[src/rtl/serial_sub_ctrl.sv]
// Bit-serial subtractor controller: A - B over WIDTH cycles, LSB first.
// Optional macro SERIAL_SUB_SAT_EN clamps a borrowing result to zero.
module serial_sub_ctrl #(
  parameter int unsigned WIDTH = 8
) (
  input  logic             clk_in,
  input  logic             rst_n_in,
  input  logic             start_in,
  input  logic [WIDTH-1:0] a_in,
  input  logic [WIDTH-1:0] b_in,
  output logic             busy_out,
  output logic             done_out,
  output logic [WIDTH-1:0] diff_out,
  output logic             bo_out
);

  localparam int unsigned    CntW    = (WIDTH > 1) ? $clog2(WIDTH) : 1;
  localparam logic [CntW-1:0] CntLast = CntW'(WIDTH - 1);

  typedef enum logic [1:0] {
    StIdle = 2'd0,
    StRun  = 2'd1,
    StDone = 2'd2
  } state_e;

  state_e           state;
  logic [WIDTH-1:0] a_sh;
  logic [WIDTH-1:0] b_sh;
  logic [WIDTH-1:0] r_sh;
  logic             bor;
  logic [CntW-1:0]  cnt;

  logic             h1;
  logic             g1;
  logic             d;
  logic             g2;
  logic             bor_nxt;
  logic [WIDTH-1:0] r_nxt;
  logic [WIDTH-1:0] diff_fin;

  // Full-subtract cell built from two cascaded half-subtract cells.
  always_comb begin
    h1       = a_sh[0] ^ b_sh[0];
    g1       = ~a_sh[0] & b_sh[0];
    d        = h1 ^ bor;
    g2       = ~h1 & bor;
    bor_nxt  = g1 | g2;
    r_nxt    = {d, r_sh[WIDTH-1:1]};
`ifdef SERIAL_SUB_SAT_EN
    diff_fin = bor_nxt ? '0 : r_nxt;
`else
    diff_fin = r_nxt;
`endif
  end

  always_ff @(posedge clk_in) begin
    if (!rst_n_in) begin
      state    <= StIdle;
      a_sh     <= '0;
      b_sh     <= '0;
      r_sh     <= '0;
      bor      <= 1'b0;
      cnt      <= '0;
      busy_out <= 1'b0;
      done_out <= 1'b0;
      diff_out <= '0;
      bo_out   <= 1'b0;
    end else begin
      unique case (state)
        StIdle: begin
          if (start_in) begin
            a_sh     <= a_in;
            b_sh     <= b_in;
            bor      <= 1'b0;
            cnt      <= '0;
            busy_out <= 1'b1;
            state    <= StRun;
          end
        end
        StRun: begin
          a_sh <= {1'b0, a_sh[WIDTH-1:1]};
          b_sh <= {1'b0, b_sh[WIDTH-1:1]};
          r_sh <= r_nxt;
          bor  <= bor_nxt;
          cnt  <= cnt + 1'b1;
          if (cnt == CntLast) begin
            diff_out <= diff_fin;
            bo_out   <= bor_nxt;
            done_out <= 1'b1;
            state    <= StDone;
          end
        end
        StDone: begin
          done_out <= 1'b0;
          busy_out <= 1'b0;
          state    <= StIdle;
        end
        default: state <= StIdle;
      endcase
    end
  end

endmodule

[config.mk]
export PLATFORM = sky130hd
export DESIGN_NAME = serial_sub_ctrl
export DESIGN_NICKNAME = d
export VERILOG_FILES = /design/src/rtl/serial_sub_ctrl.sv
export SDC_FILE = /design/constraint.sdc
export NUM_CORES = 1
export LEC_CHECK = 0
export ABC_AREA = 1
export CORE_UTILIZATION = 56
export DETAILED_ROUTE_END_ITERATION = 6
export GPL_ROUTABILITY_DRIVEN = 0
export PLACE_DENSITY_LB_ADDON = 0.15
export RECOVER_POWER = 50
export SLEW_MARGIN = 20
export SYNTH_ARGS = -nofsm -noshare
export SYNTH_HDL_FRONTEND = slang
export SYNTH_SLANG_ARGS = --single-unit
[constraint.sdc]
create_clock -name clk_in -period 3.5 [get_ports clk_in]
set_clock_uncertainty 0.15 [all_clocks]
set_input_delay 0.525 -clock clk_in [delete_from_list [all_inputs] [get_ports clk_in]]
set_output_delay 0.525 -clock clk_in [all_outputs]
set_load 0.01 [all_outputs]
* Word level (Yosys, flattened, before mapping)
Index checks and enable logic that the tools add are counted.
** Word-level totals
- Bits in registers :: 41
- Output and inout bits :: 11
- Word-level logic and storage cells :: 47
** Cells by class
- Add/subtract/negate cells :: 1
- Equality and inequality tests :: 5
- Multiplexer cells :: 15
- Bitwise logic cells :: 7
- Reduce and logical (&&, ||, !) cells :: 9
** Operators by type and width (number)
- $pmux W8 S2 :: 2
- $mux W8 :: 2
- $reduce_and A2 Y1 :: 5
- $pmux W1 S2 :: 3
- $pmux W3 S2 :: 1
- $reduce_bool A2 Y1 :: 3
- $mux W2 :: 2
- $ne A2 B2 Y1 const B :: 2
- $pmux W2 S2 :: 1
- $add A3 B1 Y3 const B :: 1
- $eq A3 B3 Y1 const B :: 1
- $mux W1 :: 3
- $mux W3 :: 1
- $and A1 B1 Y1 :: 2
- $eq A2 B1 Y1 const B :: 1
- $eq A2 B2 Y1 const B :: 1
- $logic_not A2 Y1 :: 1
- $not A1 Y1 :: 2
- $xor A1 B1 Y1 :: 2
- $or A1 B1 Y1 :: 1

* Logic depth before layout (Yosys ltp)
- Depth after elaboration :: 5
- Gate-level depth with buffers :: 7

* Worst setup path before layout
No wires, ideal clock.
- Path type :: register to register
- Start point :: reg cnt[0]
- End point :: reg state[0]
- Setup time :: 0.073 ns
- Arrival :: 1.087 ns
- Slack :: 2.189 ns
- Stages on the path, launching flop included :: 5
- Period minus slack after synthesis :: 1.311 ns
- Cell sequence :: dfxtp_1 -> ha_1 -> ha_1 -> or2_2 -> a21oi_1
** Between the ends
- Cells in the longest elaborated chain, start to end :: 3
** RTL lines
- start, declared :: RTL line 31 : logic [CntW-1:0] cnt;
- start signal, assigned :: RTL line 85 : cnt <= cnt + 1'b1;
- $eq A3 B3 Y1 :: RTL line 86 : if (cnt == CntLast) begin
- $ne A2 B2 Y1 (no line)
- $reduce_and A2 Y1 (no line)
- end signal, assigned :: RTL line 90 : state <= StDone;
- end signal, assigned :: RTL line 96 : state <= StIdle;
- end signal, assigned :: RTL line 98 : default: state <= StIdle;
- end, declared :: RTL line 26 : state_e state;
Every way passes these cells.
A chain may end at the register's enable or synchronous reset.

* Worst setup path after layout
- Start point :: reg state[0]
- End point :: reg bo_out
** Between the ends
- Cells in the longest elaborated chain, start to end :: 2
** RTL lines
- start signal, assigned :: RTL line 58 : state <= StIdle;
- start signal, assigned :: RTL line 77 : state <= StRun;
- start signal, assigned :: RTL line 90
- $eq A2 B1 Y1 :: RTL line 69 : unique case (state)
- $reduce_and A2 Y1 (no line)
- end signal, assigned :: RTL line 88 : bo_out <= bor_nxt;
- end, declared :: RTL line 14 : output logic bo_out
Every way passes these cells.

==> impl_metrics.env <==
export IMPL_status="finished, final reports clean"
export IMPL_floorplan_rows=20
export IMPL_drive_gt1_share_pct=4.76
export IMPL_hold_class="register to register"
export IMPL_cts_resized_gates=0
export IMPL_clkSinkCount=40
export IMPL_yosys_warnings=0
export IMPL_synth_cells=266
export IMPL_fp_dieH_um=58.5
export IMPL_clk_pin_slew_worst_paths_ns=0.11
export IMPL_clock_tree_buffer_depth=2
export IMPL_ant_nets=0
export IMPL_final_util_pct=70.0
export IMPL_die_w_um=58.5
export IMPL_initial_utilization_pct=58.6
export IMPL_avgSynthCellArea_um2=6.72
export IMPL_grt_max_degree=38
export IMPL_maxSlewViolCount=0
export IMPL_antennaDiodeCount=0
export IMPL_synth_nets=288
export IMPL_tightest_slew_ns=0.838
export IMPL_synth_area_leader_cell="dfxtp_1"
export IMPL_synth_most_common_cell="nand2_1"
export IMPL_finalSetupViolCount=0
export IMPL_async_reset_ff_share_pct=0
export IMPL_slew_headroom_pct=44.1
export IMPL_portBuffers=29
export IMPL_synth_seq_cells=40
export IMPL_routed_wl_um=3030
export IMPL_final_area_um2=2140
export IMPL_ys_types=19
export IMPL_post_dp_hpwl_um=1940
export IMPL_ys_seq_area_share_pct=44.8
export IMPL_ir_worst_vdd_v=0.000308
export IMPL_leakage_uw=0.00102
export IMPL_multi_input_area_um2=793
export IMPL_setup_tns_ns=0
export IMPL_clock_root_buffer="clkbuf_4"
export IMPL_drt_iter0_drc=72
export IMPL_cts_tree="built"
export IMPL_placed_cell_area_um2=2070
export IMPL_grt_pass1_wl_um=5310
export IMPL_synth_top_cell_area_share_pct=44.8
export IMPL_hold_buffers=0
export IMPL_viasPerCell=4.49
export IMPL_crit_arrival_ns=2.47
export IMPL_nets=315
export IMPL_cts_setup_buffers=0
export IMPL_overflow=0
export IMPL_clock_latency_ns=0.37
export IMPL_yosys_top_cells_count="87 x nand2_1, 69 x nor2_1, 40 x dfxtp_1"
export IMPL_worst_endpoint_required_ns=3.65
export IMPL_hold_violations=0
export IMPL_drc=0
export IMPL_finalCritPeriodShare_pct=66.3
export IMPL_fin_crit_ns=2.32
export IMPL_cts_buffers_inserted=5
export IMPL_core_um2=3050
export IMPL_grtUsageTotal_pct=20.8
export IMPL_grt_antenna_before_repair=0
export IMPL_synth_edff_count=0
export IMPL_rsz0062_at_grt="false"
export IMPL_synth_ff_type="dfxtp_1"
export IMPL_grt_pass1_vias=1304
export IMPL_worstSetupEndpointType="register"
export IMPL_power_density_nw_per_um2=441
export IMPL_syn_to_final_growth_pct=19.5
export IMPL_critPathMaxFanout=16
export IMPL_vias=1519
export IMPL_post_drt_wl_per_cell_um=8.97
export IMPL_synth_area_leaders="dfxtp_1 45%, nand2_1 18%, nor2_1 14%"
export IMPL_dieArea_um2=3420
export IMPL_dr_pass1_iters=4
export IMPL_htree_levels=2
export IMPL_fmax_ghz=0.431
export IMPL_post_synth_instance_area_um2=1790
export IMPL_start_kind="register"
export IMPL_register_area_um2=801
export IMPL_crit_type="register to register"
export IMPL_fill_cells=262
export IMPL_num_io_pins=30
export IMPL_p_total_uw=942
export IMPL_maxCapViolations=0
==> area by class of cell <==
cell class / count / area share [%]
sequential: 40 / 37.5
tap: 44 / 2.58
clock buffer: 5 / 1.76
multi-input combinational: 188 / 37.1
timing repair buffer: 31 / 14.1
inverter: 27 / 4.74
clock inverter: 3 / 2.22
==> state kept, by name, summed over array words and instances, names as in the netlist <==
signal    cells
state         2
bo_out        1
busy_out      1
bor           1
done_out      1
diff_out      8
cnt           3
r_sh          7
b_sh          8
a_sh          8
==> critical path: stages, from the launching register on <==
cell,delay [ns]
dfxtp_1,0.43
clkinv_1,0.11
nor2_1,0.59
nand2_1,0.58
nor2_4,0.29
nand2_1,0.08
nand2_1,0.06
==> metal layers <==
layer | part of all wire (%) | global-route usage, % | vias to the layer above
li1 | - | - | 843
met1 | 50 | 26.4 | 640
met2 | 43 | 32.0 | 26
met3 | 3.0 | 4.62 | 10
met4 | 3.2 | 13.3 | 0
met5 | 0 | 0 | -
==> cells in the final DEF (no fill, tap or decap), drive strengths merged <==
cell type,instances
dfxtp,40
ha,2
inv,25
fa,1
bufinv,1
a21oi,8
nor2,71
clkinv,4
o21ai,9
dlygate4sd3,2
nand3,6
or2,1
nand2,90
clkdlybuf4s50,27
clkbuf,6
buf,1
==> cell families after synthesis <==
logic type	after synthesis	synth area share, %
compound gates	17	4.76
fa+ha+maj	3	2.52
buf+inv	38	10.0
flops	40	44.8
simple gates	168	37.9
==> worst paths after layout <==
kind / start / endpoint / slack, ns / cells after the start
worst max-delay path: state[0]$_SDFFE_PN0P_ / bo_out$_SDFFE_PN0P_ / 1.18 / 6
worst min-delay path: busy_out$_SDFFE_PN0P_ / busy_out$_SDFFE_PN0P_ / 0.32 / 2
worst max register to register: state[0]$_SDFFE_PN0P_ / bo_out$_SDFFE_PN0P_ / 1.18 / 6
worst min register to register: busy_out$_SDFFE_PN0P_ / busy_out$_SDFFE_PN0P_ / 0.32 / 2
==> power breakdown <==
group	internal, µW	total, µW	switching (µW)
Clock	153	318	165
Combinational	54.5	129	74.9
Sequential	482	495	12.5
==> per-stage QoR <==
step | hold slack (ns) | worst slack [ns] | instances
after detailed placement | 0.306 | 1.30 | 330
after CTS | 0.323 | 1.54 | 338
after global routing | 0.345 | 0.909 | 338
final | 0.321 | 1.18 | 338
after global placement | 0.300 | 1.33 | 330
after floorplan | 0.285 | 2.19 | 266
Note: power is estimated with default switching activity, not from simulation.
